<file path="config.mk">
export PLATFORM = sky130hd
export DESIGN_NAME = aes_core_seq
export DESIGN_NICKNAME = d
export VERILOG_FILES = /design/src/rtl/aes_core_seq.sv
export SDC_FILE = /design/constraint.sdc
export NUM_CORES = 1
export LEC_CHECK = 0
export CORE_AREA = 5 5 400 402
export CTS_BUF_LIST = sky130_fd_sc_hd__clkbuf_2
export DETAILED_ROUTE_END_ITERATION = 8
export DIE_AREA = 0 0 405 407
export PLACE_DENSITY_LB_ADDON = 0.1
export SYNTH_ARGS = -nofsm -noshare
export SYNTH_HDL_FRONTEND = slang
export SYNTH_SLANG_ARGS = --single-unit
export TNS_END_PERCENT = 5
</file>
<file path="constraint.sdc">
create_clock -name clk -period 2.1 [get_ports clk]
set_input_delay 0.42 -clock clk [delete_from_list [all_inputs] [get_ports clk]]
set_output_delay 0.42 -clock clk [all_outputs]
set_load 0.01 [all_outputs]
</file>
<file path="src/rtl/aes_core_seq.sv">
// Sequencer that wraps an iterative aes_core: optional key expansion, one block operation, then a result handshake.
// Optional macro AES_SEQ_OUT_SKID_EN adds a one-entry result buffer so a new request can start while a result waits.
module aes_core_seq (
    input  logic         clk,
    input  logic         reset_n,
    input  logic         in_valid,
    output logic         in_ready,
    input  logic         in_encdec,
    input  logic         in_keylen,
    input  logic         in_new_key,
    input  logic [255:0] in_key,
    input  logic [127:0] in_block,
    output logic         core_encdec,
    output logic         core_init,
    output logic         core_next,
    output logic         core_keylen,
    output logic [255:0] core_key,
    output logic [127:0] core_block,
    input  logic         core_ready,
    input  logic         core_result_valid,
    input  logic [127:0] core_result,
    output logic         out_valid,
    input  logic         out_ready,
    output logic [127:0] out_data
);
    typedef enum logic [2:0] {IDLE, KINIT, KWAIT, BNEXT, BWAIT, OUT} state_t;

    state_t        state;
    state_t        state_nx;
    logic          wait_first;
    logic          out_full;
    logic          accept;
    logic          room;
    logic          key_done;
    logic          block_done;
    logic          encdec_q;
    logic          keylen_q;
    logic [255:0]  key_q;
    logic [127:0]  block_q;
    logic [127:0]  result_q;

    assign in_ready = (state == IDLE);
    assign accept   = in_valid && in_ready;

`ifdef AES_SEQ_OUT_SKID_EN
    // A finished block may only land when the buffer is empty or draining this cycle.
    assign room = !out_full || out_ready;
`else
    assign room = 1'b1;
`endif

    // The core still shows the previous ready in the first wait cycle, so that cycle is ignored.
    assign key_done   = (state == KWAIT) && !wait_first && core_ready;
    assign block_done = (state == BWAIT) && !wait_first && core_ready && core_result_valid && room;

    always_ff @(posedge clk or negedge reset_n) begin
        if (!reset_n) begin
            state <= IDLE;
        end else begin
            state <= state_nx;
        end
    end

    always_comb begin
        state_nx = state;
        case (state)
            IDLE:    if (accept) state_nx = in_new_key ? KINIT : BNEXT;
            KINIT:   state_nx = KWAIT;
            KWAIT:   if (key_done) state_nx = BNEXT;
            BNEXT:   state_nx = BWAIT;
            BWAIT:   if (block_done) state_nx = OUT;
`ifdef AES_SEQ_OUT_SKID_EN
            OUT:     state_nx = IDLE;
`else
            OUT:     if (out_ready) state_nx = IDLE;
`endif
            default: state_nx = IDLE;
        endcase
    end

    always_ff @(posedge clk or negedge reset_n) begin
        if (!reset_n) begin
            wait_first <= 1'b0;
            out_full   <= 1'b0;
            encdec_q   <= 1'b0;
            keylen_q   <= 1'b0;
            key_q      <= '0;
            block_q    <= '0;
            result_q   <= '0;
        end else begin
            wait_first <= (state == KINIT) || (state == BNEXT);
            if (accept) begin
                encdec_q <= in_encdec;
                keylen_q <= in_keylen;
                key_q    <= in_key;
                block_q  <= in_block;
            end
            if (block_done) begin
                result_q <= core_result;
                out_full <= 1'b1;
            end else if (out_full && out_ready) begin
                out_full <= 1'b0;
            end
        end
    end

    assign core_init   = (state == KINIT);
    assign core_next   = (state == BNEXT);
    assign core_encdec = encdec_q;
    assign core_keylen = keylen_q;
    assign core_key    = key_q;
    assign core_block  = block_q;
    assign out_valid   = out_full;
    assign out_data    = result_q;
endmodule
</file>
==> impl_metrics.json, run 1 <==
{
  "cts_buffer_depth": 3,
  "dpl.cell_count": 4229,
  "cts_hold_buf": 905,
  "cts-root-buf": "clkbuf_2",
  "pre_cts_ws_ns": -0.148,
  "status": "aborted with a tool error",
  "yosys.cell_types.count": 23,
  "synth_area_um2": 21100,
  "async_flop_share": 1.00,
  "ys_warn_count": 0,
  "synth_ff_type": "dfrtp_1",
  "firstError": "[ERROR RSZ-0060] Max buffer count reached.",
  "synth_nets": 1633,
  "avgSynthCellArea_um2": 19.0,
  "synth_edf_count": 0,
  "ios": 1039,
  "hpwlAfterDp_um": 77000,
  "lastStage": "clock tree synthesis",
  "clock_sinks": 519,
  "ys_seq_area_frac": 0.614,
  "synth_seq_cells": 519,
  "cts_buffers": 168,
  "synthesis.instances": 1112,
  "die_h_um": 407,
  "cts_resized": 1009,
  "rows": 145,
  "die_w_um": 405,
  "initial_core_util": 0.136,
  "port_buffers": 1038,
  "htree_num_levels": 4,
  "post_cts_buffers": 9,
  "gp_congestion": 0.767
}
## through the flow
step           cell area [um^2]  setup TNS, ns
2_1_floorplan             21100              0
3_5_place_dp              34400         -30.82
3_3_place_gp              34400         -29.71
## cell families after synthesis
logic type,after synthesis,share of synthesized area
muxes,514,0.344
and+or+nand+nor,12,0.00391
buffers and inverters,61,0.0355
AOI/OAI and AO/OA,6,0.00195
DFF,519,0.614
## cells in the mapped netlist, types with 2 or more instances
cell | number | area [um^2]
a211oi_1 | 2 | 15.0
and2_1 | 2 | 12.5
buf_12 | 3 | 60.1
buf_2 | 9 | 45.0
buf_6 | 16 | 180
buf_8 | 30 | 450
dfrtp_1 | 519 | 13000
inv_1 | 2 | 7.51
mux2_1 | 40 | 450
mux2_2 | 76 | 856
mux2_4 | 398 | 5980
nand3_1 | 3 | 15.0
nor2b_1 | 2 | 12.5
==> inputs of run 2 (changes only) <==
==> config.mk (replaced) <==
export PLATFORM = sky130hd
export DESIGN_NAME = aes_core_seq
export DESIGN_NICKNAME = d
export VERILOG_FILES = /design/src/rtl/aes_core_seq.sv
export SDC_FILE = /design/constraint.sdc
export NUM_CORES = 1
export LEC_CHECK = 0
export CORE_AREA = 5 5 396 398
export DETAILED_ROUTE_END_ITERATION = 8
export DIE_AREA = 0 0 401 403
export PLACE_DENSITY_LB_ADDON = 0.15
export SYNTH_ARGS = -nofsm -noshare
export SYNTH_HDL_FRONTEND = slang
export SYNTH_SLANG_ARGS = --single-unit
export TNS_END_PERCENT = 5
==> run 2 against run 1 <==
The run now ends clean; area after synthesis did not move; synthesized cell count unchanged.
==> impl_metrics.json, run 2 <==
{
  "worstSetupStartpointType": "flop",
  "tns_ns": 0,
  "wl_per_cell_um": 21.9,
  "synthesis.instances": 1112,
  "hpwlAfterDp_um": 77100,
  "wl_um": 95700,
  "critPathMaxFanout": 2,
  "finalClockSkew_ns": 0.0219,
  "most-common-layout-cells": "clkdlybuf4s50_1, dfrtp_1, mux2_4",
  "power.total_mw": 55.3,
  "pre_cts_ws_ns": -0.0869,
  "yosys.cell_types.count": 23,
  "drive_above_1_share": 0.299,
  "drc": 0,
  "port_buffers": 1038,
  "synth_edf_count": 0,
  "cts.clk_slew.worst_paths_ns": 0.06,
  "crit_required_ns": 1.68,
  "fillCellCount": 16000,
  "yosys.area.top_type": "dfrtp_1",
  "fin_ws_ns": 0.103,
  "crit_slowest_cell": "clkdlybuf4s50_1",
  "cts_tree": "yes",
  "arrival_ns": 1.58,
  "path_cells": "clkdlybuf4s50_1",
  "setup_violations": 0,
  "stdcell_count": 4373,
  "die_w_um": 401,
  "final_common_cell": "clkdlybuf4s50_1",
  "vdd_drop_max_mv": 0.523,
  "cp.depth": 1,
  "hold_class": "input port to asynchronous set/reset pin",
  "cts-root-buf": "clkbuf_16",
  "period_needed_ns": 2.00,
  "drt_pass1_iterations": 4,
  "finalCritPeriodShare": 0.951,
  "synth_area_um2": 21100,
  "cts_buffers": 73,
  "path_delay_family": "buffers and inverters",
  "powerDensity_nw_per_um2": 1500,
  "clock_sinks": 519,
  "area_growth_pct": 73.7,
  "initial_core_util": 0.138,
  "synthTopCellsByCount": "dfrtp_1, mux2_4, mux2_2",
  "avgSynthCellArea_um2": 19.0,
  "dpl.cell_count": 4224,
  "clock_latency_ns": 0.64,
  "async_flop_share": 1.00,
  "fmax_ghz": 0.501,
  "htree_num_levels": 3,
  "grt_overflow": 0,
  "grt_pass1_vias": 16400,
  "critPathMaxStageDelay_ns": 0.59,
  "yosys-top-cells-area": "dfrtp_1, mux2_4, mux2_2",
  "maxSlewHeadroom": 0.639,
  "antenna_found_initial": 53,
  "coreArea_um2": 153000,
  "ys_warn_count": 0,
  "final_nets": 2777,
  "path_buf_inv": 1,
  "synth_ff_type": "dfrtp_1",
  "drv_cap": 0,
  "grt_pass1_wl_um": 132000,
  "worst_r2r_path_depth": 5,
  "status": "complete, no violations",
  "synth_nets": 1633,
  "power_leakage_nw": 16.1,
  "ios": 1039,
  "die_h_um": 403,
  "vias_per_cell": 3.26,
  "synth_top_area_frac": 0.614,
  "tightest_slew_ns": 0.542,
  "final_util": 0.240,
  "grt_max_degree": 61,
  "synth_seq_cells": 519,
  "cts_buffer_depth": 3,
  "path_class": "flop to output pin",
  "grt.total_usage": 0.114,
  "gp_congestion": 0.811,
  "ys_seq_area_frac": 0.614,
  "via_count": 14300,
  "maxSlewViolCount": 0,
  "drtIter0Drc": 497,
  "finalHoldViolCount": 0,
  "rows": 144,
  "cp-end-kind": "output pin",
  "rsz0062_at_grt": "no",
  "synth.most_common_cell": "dfrtp_1",
  "dieArea_um2": 162000,
  "ant_nets": 0,
  "largest_register_ffs": 256
}
## run 2: repair_timing
action	4_1_cts	5_1_grt
resized for setup	176	3
hold endpoints to repair	153	0
hold buffers	1	0
setup buffers	0	0
endpoints found under the setup margin	160	3
## run 2: worst paths after layout
kind                                start        endpoint  slack [ns]
min reg2reg                 core_key[196]   core_key[196]        0.49
max reg2reg                      state[0]    out_data[96]        0.14
min                               reset_n    out_data[95]        0.28
min in group clk              in_key[198]   core_key[198]        0.39
max in group asynchronous         reset_n    core_key[91]        0.96
max                        core_block[73]  core_block[73]        0.10
## run 2: kinds of logic (layout without fill, tap and decap cells)
kind of cell	after synthesis	in the layout	synth area share
other	0	18	0
multiplexers	514	514	0.344
buffers and inverters	61	1260	0.0355
flip-flops	519	519	0.614
AND/OR/NAND/NOR	12	12	0.00391
AO/OA/AOI/OAI	6	6	0.00195
## run 2: layout make-up
class	count	area, um^2	share of cell area
Inverter	2	7.51	0.000204
Antenna cell	18	45.0	0.00123
Tap cell	2044	2560	0.0696
Multi-Input combinational cell	532	7430	0.202
Timing Repair Buffer	1128	11300	0.306
Sequential cell	519	13000	0.354
Clock inverter	23	322	0.00875
Clock buffer	107	2120	0.0578
## run 2: metrics by stage
step | area, um^2 | hold slack (ns)
final | 36700 | 0.280
after CTS | 36700 | 0.196
after global placement | 34400 | 0.341
after global routing | 36700 | 0.242
after detailed placement | 34400 | 0.348
after floorplan | 21100 | 0.124
## run 2: metal layers
metal	global-route usage	part of all wire	routed length [um]
met5	0	0.0018	171
met4	0.0501	0.039	3700
met3	0.0512	0.097	9320
met2	0.206	0.52	49800
met1	0.113	0.34	32800
## run 2: power breakdown
group / switching (mW) / internal, mW / total [mW]
registers: 2.90 / 14.9 / 17.8
clock network: 4.92 / 7.87 / 12.8
logic: 9.40 / 15.3 / 24.7
(Power assumes the default switching activity.)
==> inputs of run 3 (changes only) <==
--- a/config.mk
+++ b/config.mk
@@ -5,6 +5,7 @@
 export SDC_FILE = /design/constraint.sdc
 export NUM_CORES = 1
 export LEC_CHECK = 0
+export CAP_MARGIN = 20
 export CORE_AREA = 5 5 396 398
 export DETAILED_ROUTE_END_ITERATION = 8
 export DIE_AREA = 0 0 401 403
==> results of run 3 <==
No change in the layout: final DEF, timing and power equal those of run 2.
==> inputs of run 4 (changes only) <==
--- a/config.mk
+++ b/config.mk
@@ -5,7 +5,6 @@
 export SDC_FILE = /design/constraint.sdc
 export NUM_CORES = 1
 export LEC_CHECK = 0
-export CAP_MARGIN = 20
 export CORE_AREA = 5 5 396 398
 export DETAILED_ROUTE_END_ITERATION = 8
 export DIE_AREA = 0 0 401 403
==> results of run 4 <==
No change in the layout: final DEF, timing and power equal those of run 2.
